### config.mk
export PLATFORM = sky130hd
export DESIGN_NAME = ifetch
export DESIGN_NICKNAME = d
export VERILOG_FILES = /design/src/rtl/ifetch_pkg.sv /design/src/rtl/icache_array.sv /design/src/rtl/ifetch.sv
export SDC_FILE = /design/constraint.sdc
export NUM_CORES = 1
export LEC_CHECK = 0
export BUFFER_PORTS_ARGS = -buffer_cell sky130_fd_sc_hd__clkbuf_2
export CORE_MARGIN = 1.5
export CORE_UTILIZATION = 42
export CTS_CLUSTER_DIAMETER = 40
export DETAILED_ROUTE_END_ITERATION = 10
export HOLD_SLACK_MARGIN = 0.1
export PLACE_DENSITY = 0.75
export SLEW_MARGIN = 20
export SYNTH_ARGS = -nofsm -noshare
export SYNTH_HDL_FRONTEND = slang
export SYNTH_SLANG_ARGS = --single-unit
### constraint.sdc
create_clock -name clk -period 7.15 [get_ports clk]
set_input_delay 0.3575 -clock clk [delete_from_list [all_inputs] [get_ports clk]]
set_output_delay 0.3575 -clock clk [all_outputs]
set_load 0.03 [all_outputs]
### src/rtl/ifetch_pkg.sv
// Shared constants and state type for the instruction fetch stage.
package ifetch_pkg;

    localparam logic [31:0] NOP_INSTR = 32'h0000_0013;

    typedef enum logic [1:0] {
        IDLE,
        REQ,
        WAIT,
        ERR
    } fetch_state_t;

    function automatic logic is_misaligned(input logic [1:0] byte_off);
        return byte_off != 2'b00;
    endfunction

endpackage

### src/rtl/icache_array.sv
// Valid/tag/data storage for the fetch cache: combinational read by index,
// clocked write, and a clear of every valid bit on flush.
module icache_array #(
    parameter int LINES = 16,
    parameter int TAG_W = 26,
    parameter int IDX_W = 4
) (
    input  logic             clk,
    input  logic             rstn,
    input  logic             flush,
    input  logic [IDX_W-1:0] rd_idx,
    output logic             rd_valid,
    output logic [TAG_W-1:0] rd_tag,
    output logic [31:0]      rd_data,
    input  logic             wr_en,
    input  logic [IDX_W-1:0] wr_idx,
    input  logic [TAG_W-1:0] wr_tag,
    input  logic [31:0]      wr_data
);

    logic [LINES-1:0] valid;
    logic [TAG_W-1:0] tags [LINES];
    logic [31:0]      data [LINES];

    // Flush takes priority over a fill landing in the same cycle.
    always_ff @(posedge clk or negedge rstn) begin
        if (!rstn) begin
            valid <= '0;
        end else if (flush) begin
            valid <= '0;
        end else begin
            for (int i = 0; i < LINES; i++) begin
                if (wr_en && wr_idx == IDX_W'(i)) valid[i] <= 1'b1;
            end
        end
    end

    always_ff @(posedge clk) begin
        for (int i = 0; i < LINES; i++) begin
            if (wr_en && !flush && wr_idx == IDX_W'(i)) begin
                tags[i] <= wr_tag;
                data[i] <= wr_data;
            end
        end
    end

    // Compare-based select keeps a one-line array free of out-of-range indexing.
    always_comb begin
        rd_valid = 1'b0;
        rd_tag   = '0;
        rd_data  = '0;
        for (int i = 0; i < LINES; i++) begin
            if (rd_idx == IDX_W'(i)) begin
                rd_valid = valid[i];
                rd_tag   = tags[i];
                rd_data  = data[i];
            end
        end
    end

endmodule

### src/rtl/ifetch.sv
// Instruction fetch stage: cache lookup, miss FSM towards instruction memory.
// Define IFETCH_ICACHE_EN for a NUM_LINES direct-mapped cache; otherwise a single-entry buffer.
module ifetch
    import ifetch_pkg::*;
#(
    parameter int NUM_LINES = 16
) (
    input  logic        clk,
    input  logic        rstn,
    input  logic [31:0] pc,
    input  logic        flush,
    output logic [31:0] instr,
    output logic        stall,
    output logic        fetch_err,
    output logic        mem_req_valid,
    input  logic        mem_req_ready,
    output logic [31:0] mem_addr,
    input  logic        mem_rsp_valid,
    input  logic [31:0] mem_rsp_data,
    input  logic        mem_rsp_err
);

    if (NUM_LINES < 2 || (NUM_LINES & (NUM_LINES - 1)) != 0) begin : g_num_lines_check
        $error("ifetch: NUM_LINES must be a power of two and at least 2");
    end

`ifdef IFETCH_ICACHE_EN
    localparam int LINES = NUM_LINES;
    localparam int IW    = $clog2(NUM_LINES);
`else
    localparam int LINES = 1;
    localparam int IW    = 0;
`endif
    localparam int TAG_W = 30 - IW;
    localparam int IDX_W = (IW > 0) ? IW : 1;

    fetch_state_t     state, state_next;
    logic [IDX_W-1:0] idx;
    logic [TAG_W-1:0] tag;
    logic             line_valid;
    logic [TAG_W-1:0] line_tag;
    logic [31:0]      line_data;
    logic             hit;
    logic             misaligned;
    logic             fill;

`ifdef IFETCH_ICACHE_EN
    assign idx = pc[2+IW-1:2];
`else
    assign idx = '0;
`endif
    assign tag        = pc[31:2+IW];
    assign hit        = line_valid && (line_tag == tag);
    assign misaligned = is_misaligned(pc[1:0]);
    assign mem_addr   = {pc[31:2], 2'b00};

    icache_array #(
        .LINES (LINES),
        .TAG_W (TAG_W),
        .IDX_W (IDX_W)
    ) u_array (
        .clk      (clk),
        .rstn     (rstn),
        .flush    (flush),
        .rd_idx   (idx),
        .rd_valid (line_valid),
        .rd_tag   (line_tag),
        .rd_data  (line_data),
        .wr_en    (fill),
        .wr_idx   (idx),
        .wr_tag   (tag),
        .wr_data  (mem_rsp_data)
    );

    always_ff @(posedge clk or negedge rstn) begin
        if (!rstn) state <= IDLE;
        else       state <= state_next;
    end

    // pc is held while stalled, so the fill reuses the live index and tag.
    always_comb begin
        state_next    = state;
        instr         = NOP_INSTR;
        stall         = 1'b0;
        fetch_err     = 1'b0;
        mem_req_valid = 1'b0;
        fill          = 1'b0;
        case (state)
            IDLE: begin
                if (misaligned) begin
                    fetch_err = 1'b1;
                end else if (hit) begin
                    instr = line_data;
                end else begin
                    stall      = 1'b1;
                    state_next = REQ;
                end
            end
            REQ: begin
                stall         = 1'b1;
                mem_req_valid = 1'b1;
                if (mem_req_ready) state_next = WAIT;
            end
            WAIT: begin
                stall = 1'b1;
                if (mem_rsp_valid) begin
                    if (mem_rsp_err) begin
                        state_next = ERR;
                    end else begin
                        fill       = 1'b1;
                        state_next = IDLE;
                    end
                end
            end
            ERR: begin
                fetch_err  = 1'b1;
                state_next = IDLE;
            end
            default: state_next = IDLE;
        endcase
    end

endmodule

# After elaboration in Yosys (flattened, before gate mapping)
# Memories as Yosys holds them, arrays and structs flattened.
# Index checks and enable logic that the tools add are counted.
# totals
reg_bits	3
mem_bits_rw	62
memories	2
output_inout_bits	67
# memory_table
name	words	word_bits	rd	rd_clocked_by_memory_dff	write_ports	line_no	source
u_array.data	1	32	1	0	1	icache_array.sv:23	logic [31:0] data [LINES];
u_array.tags	1	30	1	0	1	icache_array.sv:22	logic [TAG_W-1:0] tags [LINES];
# op_classes
n_reduce_logical	8
mux	22
eq_ne	8
# op_table
operator	n
$mux W32	3
$eq A30 B30 Y1	1
$mux W1	11
$mux W2	5
$ne A2 B2 Y1 const B	4
$pmux W2 S4	1
$eq A2 B2 Y1 const B	2
$pmux W1 S2	2
$reduce_and A4 Y1	1
$reduce_bool A2 Y1	2
$eq A2 B1 Y1 const B	1
$logic_and A1 B1 Y1	2
$logic_not A2 Y1	1
$reduce_or A2 Y1	1
$logic_not A1 Y1	1

# Longest topological paths before layout
# logic_depth
word_depth	6
mapped_depth	7

# Hierarchy
# From an unflattened synthesis, not the netlist that was laid out.
# unflattened
cells_unflattened	272
hier_area_um2	3350.7
# by_module_without_submodules
module	cells_per_inst	seq_area_each_um2	area_per_inst_um2	n_inst
icache_array	136	1886.8	2327.2	1
ifetch	136	50.0	1023.5	1

# Worst setup path before layout
# No wires, ideal clock.
# synth_path
path_type	register to register
startpoint	register state[0]
endpoint	memory u_array.data[0][0] (enable)
setup_slack_ns	-0.754
path_stages_with_launch	5
arrival_ns	7.240
setup_ns	0.663
required_ns	6.487
path_buffers	0
period_less_slack_ns	7.904
path_cell_list	dfrtp_1 -> inv_1 -> ha_1 -> inv_1 -> nor4b_1
# synth_via
elab_chain_cells	5
# synth_lines
item	line_no	source
start: declaration	ifetch.sv:37	fetch_state_t state, state_next;
start signal: assignment	ifetch.sv:77	else state <= state_next;
$eq A2 B2 Y1	ifetch.sv:88	case (state)
$mux W1	ifetch.sv:88	
$logic_and A1 B1 Y1	icache_array.sv:40	if (wr_en && !flush && wr_idx == IDX_W'(i)) begin
$mux W1	icache_array.sv:40	
$mux W1 (not written as such)	icache_array.sv:42	data[i] <= wr_data;
end: declaration	icache_array.sv:23	
# Every way passes these cells.

# Worst setup path in the final report
# layout_path
startpoint	memory u_array.tags[0][28] (netlist name)
endpoint	output port instr[19]
# layout_via
elab_chain_cells	6
# layout_lines
item	line_no	source
start: declaration	icache_array.sv:22	
$mem_v2 Z1 W30	-	
$eq A30 B30 Y1	ifetch.sv:53	assign hit = line_valid && (line_tag == tag);
$logic_and A1 B1 Y1	ifetch.sv:53	
$mux W32	ifetch.sv:92	end else if (hit) begin
$mux W32	ifetch.sv:90	if (misaligned) begin
$mux W32	ifetch.sv:88	
end: declaration	ifetch.sv:12	output logic [31:0] instr,
# Every way passes these cells.

==> run_results.csv <==
group,metric,value,unit
status,outcome,"complete, no violations",
global_route,grt_max_degree,64,
global_route,antenna_found_initial,0,
floorplan,die_h,87.1,um
sta,max-slew-margin-rel,45.2,%
drt,wl_per_cell,12.4,um
floorplan,die_w,87.1,um
clocking,ctsRootBufferMaster,"clkbuf_8",
final_layout,instances_no_fill,420,
clocking,clkSinkCount,65,
drt,post-route-drc-count,0,
global_route,overflow,0,
global_route,use_met1,16.3,%
pwr,ir_worst_vdd,0.138,mV
sta,fmaxAchievable,322,MHz
logic_synthesis,synth-main-ff-cell,"edfxtp_1",
clocking,cts_resized,0,
logic_synthesis,synth_edf_count,62,
logic_synthesis,syn_area,2970,um^2
clocking,cts_tree,"built",
hold_path,min_path_type,"input pin to register",
floorplan,rows,30,
sta,worstMarginPinSlew,0.820,ns
sta,slew_violations,0,
critical_path,critPathLaunchType,"register",
sta,rsz0062_at_grt,"false",
clocking,cts.clk_slew.worst_paths,0.07,ns
floorplan,design.core.area,6830,um^2
final_layout,final_util,54.2,%
global_route,grt-busiest-layer,"met2",
sta,layout_min_cycle_time,3.11,ns
final_layout,drive_gt1_share,52.8,%
critical_path,worstSetupPathType,"register to output pin",
logic_synthesis,syn_area_per_cell,14.4,um^2
placed_design,hpwl,3.91,mm
floorplan,initial_core_util,43.5,%
global_route,grt_util_met2,22.1,%
placed_design,port-buffer-count,134,
global_route,track_usage,13.9,%
clocking,clock_path_buffers,2,
global_route,grt_pass1_wl,7.83,mm
sta,setup_viol,0,
critical_path,worst_ep_arrival_time,2.75,ns
sta,fin_hold_ws,0.195,ns
placed_design,place.gp.congestion,0.676,
drt,postRouteAntennaNets,0,
critical_path,endpoint_kind,"output pin",
final_layout,fin_nets,393,
logic_synthesis,synthCells,206,
logic_synthesis,synth_seq_area_share,65.2,%
final_layout,area_growth,24.7,%
floorplan,ioPinCount,137,
logic_synthesis,ys_ff_latch,65,
floorplan,die_area,7580,um^2
sta,finClkSkew,0.00842,ns
drt,firstDrtPassIters,4,
pwr,power.total,0.000911,W
pwr,power.density,246,nW/um^2
sta,setup_tns,0,ns
global_route,grt_pass1_vias,1691,
drt,vias_per_cell,4.38,
final_layout,fillers,603,
global_route,use_met3,5.88,%
logic_synthesis,async_flop_share,4.62,%
sta,hold_violations,0,
logic_synthesis,ys_types,31,
clocking,worstSkewPairLatency,0.33,ns
critical_path,cp_max_fo,32,
drt,wirelength,5.19,mm
final_layout,num_antenna_cells,0,
drt,drtIter0Drc,39,
flow_run,drv_cap,0,
pwr,p_leak,1.60,nW
critical_path,critPathRequiredTime,6.79,ns
logic_synthesis,yosysWarnings,0,
placed_design,placedCellCount,403,
clocking,h-tree-depth,3,
clocking,cts_buffers,9,
drt,vias,1838,
sta,fin_crit_sh,43.4,%
==> where the power goes <==
group | internal [W] | total (W) | switching, W
Sequential | 0.000445 | 0.000456 | 0.0000112
Clock | 0.000123 | 0.000257 | 0.000134
Combinational | 0.0000708 | 0.000198 | 0.000127
==> cells in the mapped netlist, drive strengths merged, types with 3 or more instances <==
cell type | number | area [um^2]
and2 | 29 | 204
buf | 32 | 240
clkbuf | 3 | 15.0
dfrtp | 3 | 75.1
edfxtp | 62 | 1860
ha | 4 | 50.1
inv | 8 | 30.0
nand2 | 3 | 11.3
nand4 | 5 | 31.3
nor3 | 3 | 26.3
nor4 | 3 | 18.8
xnor2 | 15 | 131
xor2 | 15 | 131
==> sequential cells by signal, summed over array words and instances (netlist names) <==
| name | count |
|---|---|
| state | 2 |
| u_array.valid | 1 |
| u_array.data | 32 |
| u_array.tags | 30 |
==> final timing paths <==
path                       cells past startpoint                 from  slack (ns)             endpoint
max reg2reg                                    5             state[0]        5.00   u_array.data[0][3]
min in group asynchronous                      2                 rstn        0.36        u_array.valid
max in group asynchronous                      2                 rstn        6.67             state[1]
max                                            6  u_array.tags[0][28]        4.04            instr[19]
min                                            1     mem_rsp_data[23]        0.20  u_array.data[0][23]
min reg2reg                                    1        u_array.valid        0.49        u_array.valid
==> cell type report <==
type                            instances  area, um^2  share of cell area (%)
Inverter                                8        30.0                   0.811
Tap cell                               96         120                    3.24
Timing Repair Buffer                  136         688                    18.6
Sequential cell                        65        1940                    52.3
Multi-Input combinational cell         99         766                    20.7
Clock inverter                          6        35.0                   0.946
Clock buffer                           10         128                    3.45
==> kinds of logic (layout without fill, tap and decap cells) <==
family          after synthesis  after routing  share of synthesized area, %
simple gates                 51             51                          11.7
xor+xnor                     30             30                          8.85
compound gates               12             12                          2.78
buf+inv                      43            160                          9.61
other cells                   1              2                         0.126
fa+ha+maj                     4              4                          1.69
flops                        65             65                          65.2
==> layer usage <==
layer	part of all wire (%)	up-vias
met3	8.9	9
li1	-	917
met2	47	92
met5	0	-
met1	43	820
met4	1.7	0
==> worst max-delay path: stages (launching register included) <==
cell and delay (ns):
edfxtp_1 0.39, xnor2_1 0.15, nand4_1 0.11, or4_4 0.60
nor3_4 0.70, and2_2 0.27, clkbuf_2 0.20
==> stage by stage <==
| step | setup slack [ns] | area [um^2] |
|---|---|---|
| final | 4.04 | 3700 |
| after CTS | 3.96 | 3700 |
| after floorplan | 2.39 | 2980 |
| after detailed placement | 4.23 | 3530 |
| after global routing | 3.82 | 3700 |
| after global placement | 4.29 | 3530 |
==> timing repair <==
item | 4_1_cts | 5_1_grt
setup buffers | 0 | 0
endpoints found under the hold margin | 3 | 0
hold buffers | 1 | 0
==> cell usage in the layout, fill, tap and decap left out, types with 3 or more instances in the layout <==
cell type | synthesis | layout
and2_1 | 11 | 11
and2_2 | 18 | 18
clkbuf_2 | 3 | 134
clkbuf_8 | 0 | 9
clkinv_2 | 0 | 4
dfrtp_1 | 3 | 3
edfxtp_1 | 62 | 62
ha_1 | 4 | 4
inv_1 | 8 | 8
nand2_1 | 3 | 3
nand4_1 | 5 | 5
nor4_1 | 3 | 3
xnor2_1 | 15 | 15
xor2_1 | 15 | 15
No activity file was read; power rests on OpenSTA's default activity.
